<file path="config.mk">
export PLATFORM = sky130hd
export DESIGN_NAME = fetch_pc_sequencer_flat
export DESIGN_NICKNAME = d
export VERILOG_FILES = /design/src/rtl/fetch_pc_sequencer_if.sv /design/src/rtl/fetch_pc_sequencer.sv /design/src/flat_wrapper.sv
export SDC_FILE = /design/constraint.sdc
export NUM_CORES = 1
export LEC_CHECK = 0
export ABC_AREA = 1
export BUFFER_PORTS_ARGS = -buffer_cell sky130_fd_sc_hd__buf_2
export CAP_MARGIN = 20
export CORE_ASPECT_RATIO = 0.6
export CORE_MARGIN = 2
export CORE_UTILIZATION = 54
export DETAILED_ROUTE_END_ITERATION = 12
export GPL_ROUTABILITY_DRIVEN = 1
export PLACE_DENSITY = 0.85
export SKIP_CTS_REPAIR_TIMING = 1
export SLEW_MARGIN = 20
export SYNTH_ARGS = -nofsm -noshare
export SYNTH_HDL_FRONTEND = slang
export SYNTH_SLANG_ARGS = --single-unit
</file>
<file path="constraint.sdc">
create_clock -name clk -period 2.6 [get_ports clk]
set_input_delay 0.13 -clock clk [delete_from_list [all_inputs] [get_ports clk]]
set_output_delay 0.13 -clock clk [all_outputs]
set_load 0.02 [all_outputs]
</file>
<file path="src/rtl/fetch_pc_sequencer_if.sv">
// fetch_pc_sequencer_if: redirect, imem request/response and decode handshake bundle
// master: the fetch sequencer (drives requests, decode outputs, fault)
// slave: the environment (memory, decode, branch resolution)
interface fetch_pc_sequencer_if #(
  parameter int XLEN = 32
);
  logic            redirect_valid;
  logic            pc_input_sel;
  logic [XLEN-1:0] alu_target;
  logic            imem_req_valid;
  logic            imem_req_ready;
  logic [XLEN-1:0] imem_req_addr;
  logic            imem_rsp_valid;
  logic [XLEN-1:0] imem_rsp_data;
  logic            if_valid;
  logic            if_ready;
  logic [XLEN-1:0] if_pc;
  logic [XLEN-1:0] if_instr;
  logic            fetch_fault;
  modport master (
    input  redirect_valid, pc_input_sel, alu_target,
    input  imem_req_ready, imem_rsp_valid, imem_rsp_data, if_ready,
    output imem_req_valid, imem_req_addr, if_valid, if_pc, if_instr, fetch_fault
  );
  modport slave (
    output redirect_valid, pc_input_sel, alu_target,
    output imem_req_ready, imem_rsp_valid, imem_rsp_data, if_ready,
    input  imem_req_valid, imem_req_addr, if_valid, if_pc, if_instr, fetch_fault
  );
endinterface

</file>
<file path="src/rtl/fetch_pc_sequencer.sv">
// fetch_pc_sequencer: owns the fetch PC, issues single-outstanding imem fetches, hands instructions to decode
// clk, reset_n (async active-low)
// bus.redirect_valid/pc_input_sel/alu_target: resolved next-PC selection
// bus.imem_req_*/imem_rsp_*: instruction memory request and one-cycle response
// bus.if_*: held instruction to decode; bus.fetch_fault: sticky misaligned-redirect fault
module fetch_pc_sequencer #(
  parameter int              XLEN     = 32,
  parameter logic [XLEN-1:0] RESET_PC = '0
) (
  input logic                  clk,
  input logic                  reset_n,
  fetch_pc_sequencer_if.master bus
);
  typedef enum logic [2:0] {S_REQ, S_WAIT, S_DRAIN, S_HOLD, S_FAULT} state_t;
  state_t          state, state_n;
  logic [XLEN-1:0] pc, pc_n, if_pc, if_instr;
  logic            take, bad, cap;
  assign take = bus.redirect_valid & bus.pc_input_sel & (bus.alu_target[1:0] == 2'b00);
  assign bad  = bus.redirect_valid & bus.pc_input_sel & (bus.alu_target[1:0] != 2'b00);
  // reset_n gates the request so the port is quiet while reset is held
  assign bus.imem_req_valid = reset_n & (state == S_REQ) & ~take & ~bad;
  assign bus.imem_req_addr  = pc;
  assign bus.if_valid       = (state == S_HOLD);
  assign bus.if_pc          = if_pc;
  assign bus.if_instr       = if_instr;
  assign bus.fetch_fault    = (state == S_FAULT);
  always_comb begin
    state_n = state;
    pc_n    = pc;
    cap     = 1'b0;
    case (state)
      S_REQ: begin
        pc_n    = take ? bus.alu_target : pc;
        state_n = (!take && bus.imem_req_ready) ? S_WAIT : S_REQ;
      end
      S_WAIT: begin
        pc_n    = take ? bus.alu_target : pc;
        cap     = !take && bus.imem_rsp_valid;
        state_n = take ? (bus.imem_rsp_valid ? S_REQ : S_DRAIN)
                       : (bus.imem_rsp_valid ? S_HOLD : S_WAIT);
      end
      S_DRAIN: begin
        pc_n    = take ? bus.alu_target : pc;
        state_n = bus.imem_rsp_valid ? S_REQ : S_DRAIN;
      end
      S_HOLD: begin
        pc_n    = take ? bus.alu_target : (bus.if_ready ? pc + XLEN'(4) : pc);
        state_n = (take || bus.if_ready) ? S_REQ : S_HOLD;
      end
      default: state_n = S_FAULT;
    endcase
    if (bad) begin
      state_n = S_FAULT;
      pc_n    = pc;
      cap     = 1'b0;
    end
  end
  always_ff @(posedge clk or negedge reset_n) begin
    if (!reset_n) begin
      state    <= S_REQ;
      pc       <= RESET_PC;
      if_pc    <= RESET_PC;
      if_instr <= '0;
    end else begin
      state <= state_n;
      pc    <= pc_n;
      if (cap) begin
        if_pc    <= pc;
        if_instr <= bus.imem_rsp_data;
      end
    end
  end
endmodule

</file>
<file path="src/flat_wrapper.sv">
// flat-port wrapper written by rule: the top's interface ports become plain ports
module fetch_pc_sequencer_flat 
#(
  parameter int              XLEN     = 32,
  parameter logic [XLEN-1:0] RESET_PC = '0
)
  (clk, reset_n, bus_redirect_valid, bus_pc_input_sel, bus_alu_target, bus_imem_req_ready, bus_imem_rsp_valid, bus_imem_rsp_data, bus_if_ready, bus_imem_req_valid, bus_imem_req_addr, bus_if_valid, bus_if_pc, bus_if_instr, bus_fetch_fault);
  fetch_pc_sequencer_if #(.XLEN(XLEN)) bus_i ();
  input logic clk;
  input logic reset_n;
  input wire logic [$bits(bus_i.redirect_valid)-1:0] bus_redirect_valid;
  input wire logic [$bits(bus_i.pc_input_sel)-1:0] bus_pc_input_sel;
  input wire logic [$bits(bus_i.alu_target)-1:0] bus_alu_target;
  input wire logic [$bits(bus_i.imem_req_ready)-1:0] bus_imem_req_ready;
  input wire logic [$bits(bus_i.imem_rsp_valid)-1:0] bus_imem_rsp_valid;
  input wire logic [$bits(bus_i.imem_rsp_data)-1:0] bus_imem_rsp_data;
  input wire logic [$bits(bus_i.if_ready)-1:0] bus_if_ready;
  output wire logic [$bits(bus_i.imem_req_valid)-1:0] bus_imem_req_valid;
  output wire logic [$bits(bus_i.imem_req_addr)-1:0] bus_imem_req_addr;
  output wire logic [$bits(bus_i.if_valid)-1:0] bus_if_valid;
  output wire logic [$bits(bus_i.if_pc)-1:0] bus_if_pc;
  output wire logic [$bits(bus_i.if_instr)-1:0] bus_if_instr;
  output wire logic [$bits(bus_i.fetch_fault)-1:0] bus_fetch_fault;
  assign bus_i.redirect_valid = bus_redirect_valid;
  assign bus_i.pc_input_sel = bus_pc_input_sel;
  assign bus_i.alu_target = bus_alu_target;
  assign bus_i.imem_req_ready = bus_imem_req_ready;
  assign bus_i.imem_rsp_valid = bus_imem_rsp_valid;
  assign bus_i.imem_rsp_data = bus_imem_rsp_data;
  assign bus_i.if_ready = bus_if_ready;
  assign bus_imem_req_valid = bus_i.imem_req_valid;
  assign bus_imem_req_addr = bus_i.imem_req_addr;
  assign bus_if_valid = bus_i.if_valid;
  assign bus_if_pc = bus_i.if_pc;
  assign bus_if_instr = bus_i.if_instr;
  assign bus_fetch_fault = bus_i.fetch_fault;
  fetch_pc_sequencer #(.XLEN(XLEN), .RESET_PC(RESET_PC)) u_core (.clk(clk), .reset_n(reset_n), .bus(bus_i));
endmodule
</file>
==> results.sh <==
export IMPL_routedWlPerCell_um=14.8
export IMPL_yosysUniqueCellTypes=30
export IMPL_finalClockSkew_ps=7.60
export IMPL_clock_latency_ps=350
export IMPL_setup_viol=0
export IMPL_cts_tree="yes"
export IMPL_utilization_pct=68.6
export IMPL_seq_area_frac_synth_pct=49.8
export IMPL_cts_root_buffer="clkbuf_16"
export IMPL_max_vdd_ir_drop_mv=0.386
export IMPL_fmax_mhz=494
export IMPL_num_vias=4635
export IMPL_crit_cells=8
export IMPL_start_util_pct=54.9
export IMPL_crit_fanout=53
export IMPL_grt_total_usage_pct=27.1
export IMPL_maxSlewHeadroom_pct=43.6
export IMPL_outcome="complete, no violations"
export IMPL_htreeDepth=3
export IMPL_post_route_drc_count=0
export IMPL_r2r_start="u_core.state[2]"
export IMPL_crit_chain="inv_2 -> nand3_2 -> inv_2 -> nand2_8 -> inv_6 -> a21oi_2 -> nand3_1 -> o21ai_0"
export IMPL_ys_ff_latch=99
export IMPL_synth_edf_count=0
export IMPL_hpwlAfterDp_um=9650
export IMPL_tightest_slew_ps=846
export IMPL_cp_num_buf_inv=3
export IMPL_critPathRequiredTime_ps=2860
export IMPL_critPathMaxStageDelay_ps=720
export IMPL_die_area_um2=10000
export IMPL_cpMostUsedCell="inv_2"
export IMPL_fill_cells=749
export IMPL_setup_tns_ps=0
export IMPL_rsz0062_at_grt="no"
export IMPL_hp_class="in -> reg"
export IMPL_hold_violations=0
export IMPL_reg2regPathDepth=8
export IMPL_start_kind="flop"
export IMPL_coreArea_um2=9050
export IMPL_grt_max_degree=100
export IMPL_pwr_density_cell_nw_per_um2=549
export IMPL_layout_drive_gt1_share_pct=30.4
export IMPL_min_to="u_core.bus.if_instr[11]"
export IMPL_cap_viol_max_count=0
export IMPL_synthArstFlopShare_pct=100
export IMPL_synth_cells=608
export IMPL_finalCritPeriodShare_pct=77.8
export IMPL_slowest_stage="a21oi_2"
export IMPL_crit_type="reg -> reg"
export IMPL_clockBufferDepth=2
export IMPL_antenna_cells=0
export IMPL_p_leak_nw=3.35
export IMPL_drt_iter0_drc=261
export IMPL_slew_violations=0
export IMPL_r2r_setup_slack_ps=580
export IMPL_port_buffers=169
export IMPL_grt_antenna_before_repair=1
export IMPL_row_count=27
export IMPL_grt_pass1_vias=4597
export IMPL_routed_via_density=5.21
export IMPL_cts_buffers=9
export IMPL_cts_num_sinks=99
export IMPL_layout_nets=842
export IMPL_ant_nets=0
export IMPL_synth_avg_cell_area_um2=8.18
export IMPL_crit_path_end_kind="flop"
export IMPL_critPathLaunch="u_core.state[2]"
export IMPL_gp_congestion=0.919
export IMPL_die_h_um=78.3
export IMPL_hold_depth=2
export IMPL_wl_um=13200
export IMPL_fin_crit_ps=2020
export IMPL_hp_start="bus_imem_rsp_data[11]"
export IMPL_dr_pass1_iters=5
export IMPL_yosys_warnings=0
export IMPL_synthToLayoutAreaGrowth_pct=24.8
export IMPL_clk_pin_slew_worst_paths_ps=70
export IMPL_fp_dieW_um=128
export IMPL_crit_family="compound AO/OA/AOI/OAI gates"
export IMPL_worstReg2RegEnd="u_core.bus.imem_req_addr[9]"
export IMPL_synth_nets=680
export IMPL_io_pins=170
export IMPL_mostFrequentLayoutCell="nand2_1"
export IMPL_synth_area_um2=4970
export IMPL_grt_pass1_wl_um=21400
export IMPL_arrival_ps=2280
export IMPL_final_cell_mix="nand2_1, buf_2, dfrtp_1, nor2_1, nand3_1"
export IMPL_grt_overflow_total=0
export IMPL_synth_top_flop_cell="dfrtp_1"
final cells by class:
class	count	area (µm²)	share of cell area (%)
Clock inverter	4	73.8	1.19
Clock buffer	11	253	4.07
Tap cell	116	145	2.34
Sequential cell	99	2480	39.9
Timing Repair Buffer	172	898	14.5
Multi-Input combinational cell	443	2190	35.3
Inverter	45	174	2.80
synthesized netlist by cell type (3+ instances only):
master   count  share of area (%)
o21ai_0     21                2.1
or2_2        3               0.38
nand4_1      4               0.50
nand3_1     45                4.5
inv_1       42                3.2
dfrtp_1     99                 50
o21ai_1     34                3.4
buf_2       12                1.2
nor2_1      84                6.3
mux2_2      34                7.7
buf_6        5                1.1
nand2_1    197                 15
xor2_1       3               0.53
buf_4        4               0.60
sequential cells by signal (all words and copies together) (netlist names):
register                  cells
u_core.bus.if_instr          32
u_core.bus.if_pc             32
u_core.bus.imem_req_addr     32
u_core.state                  3
per-layer routing:
metal	up-vias	wire (µm)	global-route usage [%]
li1	2277	-	-
met1	2164	5700	36.2
met2	178	5940	42.4
met3	16	1370	9.75
met4	0	165	7.14
met5	-	0	0
where the power goes:
group / leakage [nW] / switching [mW] / total [mW] / internal [mW]
logic: 1.87 / 0.197 / 0.308 / 0.111
registers: 1.32 / 0.0576 / 1.63 / 1.57
clock network: 0.162 / 0.578 / 1.47 / 0.891
total: 3.35 / 0.833 / 3.41 / 2.58
logic make-up (layout without fill, tap and decap cells):
kind of cell,count (synthesis),count (layout),share of synthesized area (%)
fa+ha+maj,1,1,0.251
flops,99,99,49.8
mux,34,34,7.70
compound gates,60,60,6.24
xor+xnor,5,5,0.880
simple gates,343,343,28.7
buf+inv,66,232,6.44
worst max-delay path by stage:
stage	endpoint	slack, ps
floorplan	u_core.bus.imem_req_addr[28]	1000
global placement	u_core.bus.if_instr[31]	730
detailed placement	u_core.bus.if_instr[31]	660
CTS	u_core.bus.imem_req_addr[9]	600
global route	u_core.bus.imem_req_addr[9]	410
finish	u_core.bus.imem_req_addr[9]	580
worst register-to-register path, delay by kind of cell (launching register included):
kind	cells	cell delay (ps)
AO/OA/AOI/OAI	2	870
flip-flops	1	430
buffers and inverters	3	300
AND/OR/NAND/NOR	3	350
through the flow:
step	cells	power, mW	worst slack [ps]	hold slack, ps	cell area [µm²]
finish	890	3.41	577	8.76	6210
global route	890	3.53	406	1.89	6210
CTS	889	3.43	604	-79.2	6200
detailed placement	874	1.96	658	290	5870
global placement	874	1.96	726	279	5870
floorplan	608	1.79	996	-166	4970
Note: power is estimated with default switching activity, not from simulation.
